`config.mk`:
```
export PLATFORM = sky130hd
export DESIGN_NAME = instr_encoder_loader_flat
export DESIGN_NICKNAME = d
export VERILOG_FILES = /design/src/rtl/instr_encoder_loader_if.sv /design/src/rtl/instr_encoder_loader.sv /design/src/flat_wrapper.sv
export SDC_FILE = /design/constraint.sdc
export NUM_CORES = 1
export LEC_CHECK = 0
export CAP_MARGIN = 15
export CORE_MARGIN = 2
export CORE_UTILIZATION = 30
export DETAILED_ROUTE_END_ITERATION = 8
export SYNTH_ARGS = -nofsm -noshare
export SYNTH_HDL_FRONTEND = slang
export SYNTH_SLANG_ARGS = --single-unit
```
`constraint.sdc`:
```
create_clock -name clk -period 1.7 [get_ports clk]
set_input_delay 0.255 -clock clk [delete_from_list [all_inputs] [get_ports clk]]
set_output_delay 0.255 -clock clk [all_outputs]
set_load 0.02 [all_outputs]
```
`src/rtl/instr_encoder_loader_if.sv`:
```
// Beat input and instruction-memory write port of instr_encoder_loader.
// The master drives beats and receives writes; the slave is the encoder.
interface instr_encoder_loader_if #(
    parameter int unsigned ADDR_W = 8
);
    logic              in_valid;
    logic              in_ready;
    logic [3:0]        in_op;
    logic [4:0]        in_rs;
    logic [4:0]        in_rt;
    logic [4:0]        in_rd;
    logic [15:0]       in_imm;
    logic              imem_we;
    logic [ADDR_W-1:0] imem_addr;
    logic [31:0]       imem_wdata;

    modport master (
        output in_valid, in_op, in_rs, in_rt, in_rd, in_imm,
        input  in_ready, imem_we, imem_addr, imem_wdata
    );

    modport slave (
        input  in_valid, in_op, in_rs, in_rt, in_rd, in_imm,
        output in_ready, imem_we, imem_addr, imem_wdata
    );
endinterface

```
`src/rtl/instr_encoder_loader.sv`:
```
// Packs mnemonic class + register/immediate fields into MIPS words and
// streams them into instruction memory, one registered write per accepted beat.
module instr_encoder_loader #(
    parameter int unsigned ADDR_W    = 8,
    parameter int unsigned BASE_ADDR = 0
) (
    input  logic                  clk,
    input  logic                  rst_n,
    input  logic                  start,
    input  logic                  finish,
    instr_encoder_loader_if.slave bus,
    output logic                  busy,
    output logic                  full,
    output logic                  illegal,
    output logic [ADDR_W:0]       count
);
    localparam int unsigned       DEPTH    = 1 << ADDR_W;
    localparam logic [ADDR_W:0]   LAST_CNT = (ADDR_W + 1)'(DEPTH - 1);
    localparam logic [ADDR_W-1:0] BASE     = ADDR_W'(BASE_ADDR);

    typedef enum logic [1:0] {S_IDLE, S_LOAD, S_FULL} state_t;

    state_t            state_q, state_d;
    logic [ADDR_W-1:0] ptr_q, ptr_d;
    logic [ADDR_W:0]   count_q, count_d;
    logic              illegal_q, illegal_d;
    logic              we_q, we_d;
    logic [ADDR_W-1:0] addr_q, addr_d;
    logic [31:0]       wdata_q, wdata_d;

    logic        legal_op;
    logic        is_rtype;
    logic        is_nop;
    logic [5:0]  code;
    logic [31:0] enc_word;
    logic        ready_c;
    logic        accept;
    logic        wr;

    // code holds the func field for R-type, the primary opcode otherwise
    always_comb begin
        legal_op = 1'b1;
        is_rtype = 1'b0;
        is_nop   = 1'b0;
        code     = '0;
        case (bus.in_op)
            4'd0:  begin is_rtype = 1'b1; code = 6'b100000; end
            4'd1:  begin is_rtype = 1'b1; code = 6'b100010; end
            4'd2:  begin is_rtype = 1'b1; code = 6'b100100; end
            4'd3:  begin is_rtype = 1'b1; code = 6'b100101; end
            4'd4:  begin is_rtype = 1'b1; code = 6'b100110; end
            4'd5:  begin is_rtype = 1'b1; code = 6'b101010; end
            4'd6:  code = 6'b001000;
            4'd7:  code = 6'b001100;
            4'd8:  code = 6'b001101;
            4'd9:  code = 6'b001110;
            4'd10: code = 6'b001010;
            4'd11: code = 6'b100011;
            4'd12: code = 6'b101011;
            4'd13: code = 6'b000100;
            4'd14: is_nop = 1'b1;
            default: legal_op = 1'b0;
        endcase

        if (is_nop || !legal_op) begin
            enc_word = '0;
        end else if (is_rtype) begin
            enc_word = {6'b000000, bus.in_rs, bus.in_rt, bus.in_rd, 5'b00000, code};
        end else begin
            enc_word = {code, bus.in_rs, bus.in_rt, bus.in_imm};
        end
    end

    always_comb begin
        ready_c = (state_q == S_LOAD) && !start && !finish;
        accept  = bus.in_valid && ready_c;
        wr      = accept && legal_op;

        state_d   = state_q;
        ptr_d     = ptr_q;
        count_d   = count_q;
        illegal_d = illegal_q;
        we_d      = wr;
        addr_d    = addr_q;
        wdata_d   = wdata_q;

        if (wr) begin
            addr_d  = ptr_q;
            wdata_d = enc_word;
            ptr_d   = ptr_q + ADDR_W'(1);
            count_d = count_q + (ADDR_W + 1)'(1);
            if (count_q == LAST_CNT) begin
                state_d = S_FULL;
            end
        end
        if (accept && !legal_op) begin
            illegal_d = 1'b1;
        end

        // start wins over finish; neither affects a write already registered
        if (start) begin
            state_d   = S_LOAD;
            ptr_d     = BASE;
            count_d   = '0;
            illegal_d = 1'b0;
        end else if (finish) begin
            state_d = S_IDLE;
        end
    end

    always_ff @(posedge clk or negedge rst_n) begin
        if (!rst_n) begin
            state_q   <= S_IDLE;
            ptr_q     <= BASE;
            count_q   <= '0;
            illegal_q <= 1'b0;
            we_q      <= 1'b0;
            addr_q    <= '0;
            wdata_q   <= '0;
        end else begin
            state_q   <= state_d;
            ptr_q     <= ptr_d;
            count_q   <= count_d;
            illegal_q <= illegal_d;
            we_q      <= we_d;
            addr_q    <= addr_d;
            wdata_q   <= wdata_d;
        end
    end

    assign bus.in_ready   = ready_c;
    assign bus.imem_we    = we_q;
    assign bus.imem_addr  = addr_q;
    assign bus.imem_wdata = wdata_q;
    assign busy           = (state_q != S_IDLE);
    assign full           = (state_q == S_FULL);
    assign illegal        = illegal_q;
    assign count          = count_q;
endmodule

```
`src/flat_wrapper.sv`:
```
// flat-port wrapper written by rule: the top's interface ports become plain ports
module instr_encoder_loader_flat 
#(
    parameter int unsigned ADDR_W    = 8,
    parameter int unsigned BASE_ADDR = 0
)
  (clk, rst_n, start, finish, busy, full, illegal, count, bus_in_valid, bus_in_op, bus_in_rs, bus_in_rt, bus_in_rd, bus_in_imm, bus_in_ready, bus_imem_we, bus_imem_addr, bus_imem_wdata);
  instr_encoder_loader_if #(.ADDR_W(ADDR_W)) bus_i ();
  input  logic clk;
  input  logic rst_n;
  input  logic start;
  input  logic finish;
  output logic busy;
  output logic full;
  output logic illegal;
  output logic [ADDR_W:0] count;
  input wire logic [$bits(bus_i.in_valid)-1:0] bus_in_valid;
  input wire logic [$bits(bus_i.in_op)-1:0] bus_in_op;
  input wire logic [$bits(bus_i.in_rs)-1:0] bus_in_rs;
  input wire logic [$bits(bus_i.in_rt)-1:0] bus_in_rt;
  input wire logic [$bits(bus_i.in_rd)-1:0] bus_in_rd;
  input wire logic [$bits(bus_i.in_imm)-1:0] bus_in_imm;
  output wire logic [$bits(bus_i.in_ready)-1:0] bus_in_ready;
  output wire logic [$bits(bus_i.imem_we)-1:0] bus_imem_we;
  output wire logic [$bits(bus_i.imem_addr)-1:0] bus_imem_addr;
  output wire logic [$bits(bus_i.imem_wdata)-1:0] bus_imem_wdata;
  assign bus_i.in_valid = bus_in_valid;
  assign bus_i.in_op = bus_in_op;
  assign bus_i.in_rs = bus_in_rs;
  assign bus_i.in_rt = bus_in_rt;
  assign bus_i.in_rd = bus_in_rd;
  assign bus_i.in_imm = bus_in_imm;
  assign bus_in_ready = bus_i.in_ready;
  assign bus_imem_we = bus_i.imem_we;
  assign bus_imem_addr = bus_i.imem_addr;
  assign bus_imem_wdata = bus_i.imem_wdata;
  instr_encoder_loader #(.ADDR_W(ADDR_W), .BASE_ADDR(BASE_ADDR)) u_core (.clk(clk), .rst_n(rst_n), .start(start), .finish(finish), .bus(bus_i), .busy(busy), .full(full), .illegal(illegal), .count(count));
endmodule
```
# --- Word level (Yosys, flattened, before mapping) ---
# Index checks and enable logic that the tools add are counted.
word_totals:
  regBits: 61
  word_cells: 60
  inputBits: 40
  output_inout_bits: 54
classes:
  addsub: 2
  mux: 16
  eq_ne: 17
  n_reduce_logical: 18
op_table:
  columns: ["op", "count"]
  rows:
  - ["6-bit case mux with 14 select lines", 1]
  - ["32-bit two-way mux", 2]
  - ["4-bit == test, second input constant", 7]
  - ["9-bit two-way mux", 2]
  - ["4-bit by 3-bit == test with 1-bit output, second input constant", 4]
  - ["8-bit two-way mux", 2]
  - ["15-bit OR reduction", 1]
  - ["9-bit by 1-bit adder with 9-bit output, second input constant", 1]
  - ["9-bit by 8-bit == test with 1-bit output, second input constant", 1]
  - ["8-bit by 1-bit adder with 8-bit output, second input constant", 1]
  - ["4-bit by 2-bit == test with 1-bit output, second input constant", 2]
  - ["2-bit two-way mux", 4]
  - ["2-bit nonzero test", 3]
  - ["3-bit nonzero test", 2]
  - ["6-bit OR reduction", 1]
  - ["1-bit logical AND", 5]
  - ["1-bit two-way mux", 5]
  - ["4-bit by 1-bit == test with 1-bit output, second input constant", 1]
  - ["4-bit logical NOT", 1]
  - ["1-bit logical NOT", 3]
  - ["2-bit by 1-bit == test with 1-bit output, second input constant", 1]
  - ["2-bit == test, second input constant", 1]
  - ["2-bit AND reduction", 1]
  - ["1-bit logical OR", 1]

# --- Logic depth before layout (Yosys ltp) ---
logic_depth:
  depth_word: 8
  mapped_depth: 8
  depth_no_buf: 6

# --- Worst setup path before layout ---
# No wires, ideal clock.
synth_timing:
  path_type: "reg-to-reg"
  from: "register u_core.state_q[1]"
  to: "register u_core.wdata_q[18], in the netlist u_core.bus.imem_wdata[18]"
  n_path_buf: 3
  stages_incl_launch_ff: 8
  arrival_ns: 1.794
  setup_ns: 0.121
  period_less_slack_ns: 1.915
  t_required_ns: 1.579
  path_slack_ns: -0.215
  path_cell_list: "dfrtp_1 or4b_1 buf_6 inv_6 nand3_4 buf_2 clkbuf_1 a22o_1"
synth_via:
  elab_chain_cells: 5
synth_lines:
  columns: ["element", "line_no", "source"]
  rows:
  - ["start: declaration", "instr_encoder_loader.sv:23", "state_t state_q, state_d;"]
  - ["start signal: assignment", "instr_encoder_loader.sv:121", "state_q <= state_d;"]
  - ["2-bit by 1-bit == test with 1-bit output", "instr_encoder_loader.sv:75", "ready_c = (state_q == S_LOAD) && !start && !finish;"]
  - ["1-bit logical AND (2 in series)", "instr_encoder_loader.sv:75", null]
  - ["named net bus_in_ready", "flat_wrapper.sv:23", "output wire logic [$bits(bus_i.in_ready)-1:0] bus_in_ready;"]
  - ["1-bit logical AND", "instr_encoder_loader.sv:76", "accept = bus.in_valid && ready_c;"]
  - ["1-bit logical AND", "instr_encoder_loader.sv:77", "wr = accept && legal_op;"]
  - ["end signal: assignment", "instr_encoder_loader.sv:127", "wdata_q <= wdata_d;"]
  - ["end: declaration", "instr_encoder_loader.sv:29", "logic [31:0] wdata_q, wdata_d;"]
# The timed path passes the listed nets, and every way through them passes these cells.
# A chain may end at the register's enable or synchronous reset.

# --- Worst setup path after layout ---
layout_timing:
  from: "input port start"
  to: "register u_core.count_q[7], in the netlist u_core.count[7]"
layout_via:
  elab_chain_cells: 6
  elab_cells_between_ends: 7
  classes_between: "1 x mux; 6 x reduce/logical"
layout_lines:
  columns: ["element", "line_no", "source"]
  rows:
  - ["start: declaration", "flat_wrapper.sv:11", "input logic start;"]
  - ["1-bit logical NOT", "instr_encoder_loader.sv:75", null]
  - ["1-bit logical AND (2 in series)", "instr_encoder_loader.sv:75", null]
  - ["1-bit logical AND", "instr_encoder_loader.sv:76", null]
  - ["1-bit logical AND", "instr_encoder_loader.sv:77", null]
  - ["2-bit nonzero test (no line)", null, null]
  - ["end signal: assignment", "instr_encoder_loader.sv:123", "count_q <= count_d;"]
  - ["end: declaration", "instr_encoder_loader.sv:25", "logic [ADDR_W:0] count_q, count_d;"]
# Several ways; a longest one is shown, not always the timed one.

==> results_dict.tcl <==
set metrics [dict create \
    final-seq-area_um2 1501 \
    drc 0 \
    slew_violations 0 \
    cp_max_fo 5 \
    n_antenna_cell 0 \
    fin_setup_tns_ps -2865 \
    dp.cells 532 \
    grt_max_degree 29 \
    p_per_area_nw_per_um2 886.9 \
    firstDrtPassIters 4 \
    coreArea_um2 9240 \
    arrival_ps 2110 \
    cts.clk_slew.worst_paths_ps 70 \
    worstSetupPathType "input port to flip-flop" \
    fin_cells 552 \
    timing.final.crit_share_pct 108.5 \
    hpwl_mm 5.689 \
    cts_tree "yes" \
    yosysTopAreaCellShare_pct 52.75 \
    drt_iter0_markers 103 \
    routed_wl_mm 8.249 \
    preCtsSetupSlack_ps -672.0 \
    netlist_area_um2 2846 \
    grtUsageTotal_pct 16.26 \
    port_buffers 92 \
    ys_warn_count 0 \
    viasPerCell 4.886 \
    fmax_ghz 0.5423 \
    synth_seq_cells 60 \
    drive_above_1_share_pct 24.82 \
    antenna_left 0 \
    finalSetupViolCount 46 \
    r2r-end "u_core.count[7]$_DFFE_PN0P_" \
    wl_per_cell_um 14.94 \
    holdWs_ps 404.8 \
    post-route-util_pct 51.09 \
    synth-edff-count 0 \
    worstHoldPathType "input port to asynchronous set/reset pin" \
    hold_viol_final 0 \
    gp_congestion 0.7884 \
    netlist-cell-type-count 43 \
    fin_ws_ps -143.9 \
    clockRootBuffer "clkbuf_8" \
    synthCells 286 \
    required_ps 1970 \
    status "complete, but fails checks" \
    p_leak_nw 2.042 \
    cts_buffer_depth 2 \
    rsz0062_at_grt "true" \
    die_h_um 101.4 \
    die_w_um 101.4 \
    maxCapViolCount 0 \
    cts_made_buffers 9 \
    worst-r2r-setup-slack_ps -130 \
    synthArstFlopShare_pct 100.0 \
    insertion_delay_ps 330 \
    clock_skew_ps 7.490 \
    synth_top_cell_by_area "dfrtp_1" \
    htree_levels 3 \
    multiInputGateArea_um2 1470 \
    ys_top_cells_by_area "dfrtp_1 (53%), nand2_1 (6.2%), o21ai_0 (5.1%)" \
    min_period_ps 1844 \
    grt_pass1_vias 2692 \
    num_rows 35 \
    grt_pass1_wl_mm 13.27 \
    end_kind "flip-flop" \
    r2r_start "u_core.state_q[1]$_DFFE_PN0P_" \
    num_vias 2697 \
    io_pins 94 \
    die-area_um2 10280 \
    synth_nets 329 \
    nNetsFinal 461 \
    r2r_cells 5 \
    area_growth_pct 65.85 \
    syn_avg_cell_area_um2 9.953 \
    num-fill-cells 826 \
    ys.flop_type "dfrtp_1" \
    vdd_drop_max_mv 0.3817 \
    cp-start-kind "input port" \
    antenna_found_initial 0 \
    overflow 0 \
    yosysSeqAreaShare_pct 52.75 \
    violations "setup timing" \
    start_util_pct 30.81 \
    clock_sinks 60 \
]
-- power breakdown --
group	total (mW)	internal [mW]	switching [mW]
registers	1.76	1.61	0.146
logic	1.27	0.670	0.599
clock network	1.16	0.610	0.548
-- flip-flops by register name, summed over array words and instances, names as in the netlist --
name,flops
u_core.bus.imem_addr,8
u_core.illegal,1
u_core.count,9
u_core.state_q,2
u_core.bus.imem_wdata,31
u_core.ptr_q,8
u_core.bus.imem_we,1
-- metrics by stage --
step                total power, mW  area [um2]
floorplan                     2.285        2898
global placement              2.915        4209
detailed placement            2.932        4209
CTS                           4.146        4548
global route                  4.384        4721
finish                        4.187        4721
-- synthesized netlist by cell type (2+ instances only) --
cell / n
a21oi_1: 8
a22o_1: 15
a22oi_1: 9
a31oi_1: 4
a32oi_1: 6
and3_1: 2
buf_2: 5
clkbuf_1: 14
dfrtp_1: 60
ha_1: 3
inv_1: 5
mux2_2: 2
mux2i_1: 7
nand2_1: 47
nand2b_1: 3
nand3_1: 11
nand3b_1: 4
nand4_1: 2
nor2_1: 11
nor2b_1: 2
nor4_1: 4
nor4_2: 2
o21ai_0: 29
o31ai_1: 2
or2_2: 2
or3_1: 3
or4_1: 3
xnor2_1: 6
-- worst max path at each step --
stage	start	to	slack, ps	cells after the start
3_5_place_dp	start	u_core.bus.imem_wdata[4]$_DFFE_PN0P_	-670	8
5_1_grt	u_core.state_q[1]$_DFFE_PN0P_	u_core.count[7]$_DFFE_PN0P_	-170	5
6_report	start	u_core.count[7]$_DFFE_PN0P_	-140	6
2_1_floorplan	u_core.state_q[1]$_DFFE_PN0P_	u_core.count[7]$_DFFE_PN0P_	-120	6
3_3_place_gp	start	bus_in_ready	-650	4
4_1_cts	u_core.state_q[1]$_DFFE_PN0P_	u_core.count[7]$_DFFE_PN0P_	-170	5
-- cells in the final DEF, fill, tap and decap left out, types with 6 or more instances in the layout --
| cell type | netlist | routed |
|---|---|---|
| clkdlybuf4s50_1 | 0 | 83 |
| dfrtp_1 | 60 | 60 |
| nand2_1 | 47 | 45 |
| buf_4 | 1 | 31 |
| a22o_1 | 15 | 15 |
| buf_6 | 1 | 14 |
| o21ai_1 | 0 | 13 |
| nand3_1 | 11 | 11 |
| clkbuf_8 | 0 | 11 |
| nor2_1 | 11 | 10 |
| o21ai_0 | 29 | 10 |
| a22oi_2 | 0 | 7 |
| a21oi_1 | 8 | 7 |
| mux2i_1 | 7 | 7 |
| a32oi_1 | 6 | 6 |
| nor4_4 | 0 | 6 |
| xnor2_1 | 6 | 6 |
-- area by class of cell --
type,instances,share of cell area [%]
clock buffers,13,3.366
clock inverters,3,0.4506
inverters,7,0.7421
multi-input cells,199,31.14
flip-flops and latches,60,31.80
well taps,129,3.419
repair buffers,141,29.08
-- layer usage --
layer	routed length (um)	part of all wire, %	vias to the layer above	GRT usage [%]
met5	0	0	-	0
met4	114	1.4	0	6.341
met3	317	3.8	10	2.277
met2	3819	46	77	25.32
met1	3997	48	1306	22.98
li1	-	-	1304	-
-- worst max-delay path, stage by stage --
cell             delay, ps
clkdlybuf4s50_1        420
or4b_4                 610
inv_8                  110
nand3_4                100
or4_4                  500
a21oi_2                120
-- kinds of logic after synthesis --
group	Yosys count	share of synthesized area [%]
adders and majority gates	4	1.670
and+or+nand+nor	100	17.71
DFF	60	52.75
other	1	0.1317
xor gates and xnor gates	6	1.846
AOI/OAI and AO/OA	78	18.15
muxes	9	3.253
buffers and inverters	28	4.483
-- repair_timing --
| action | in CTS | in global routing |
|---|---|---|
| endpoints found under the setup margin | 62 | 65 |
| resized for setup | 42 | 43 |
| buffers inserted | 0 | 2 |
| cloned | 2 | 0 |
| pin swaps | 14 | 17 |
| hold buffers | 1 | 0 |
| hold endpoints to repair | 17 | 0 |
(Power assumes the default switching activity.)
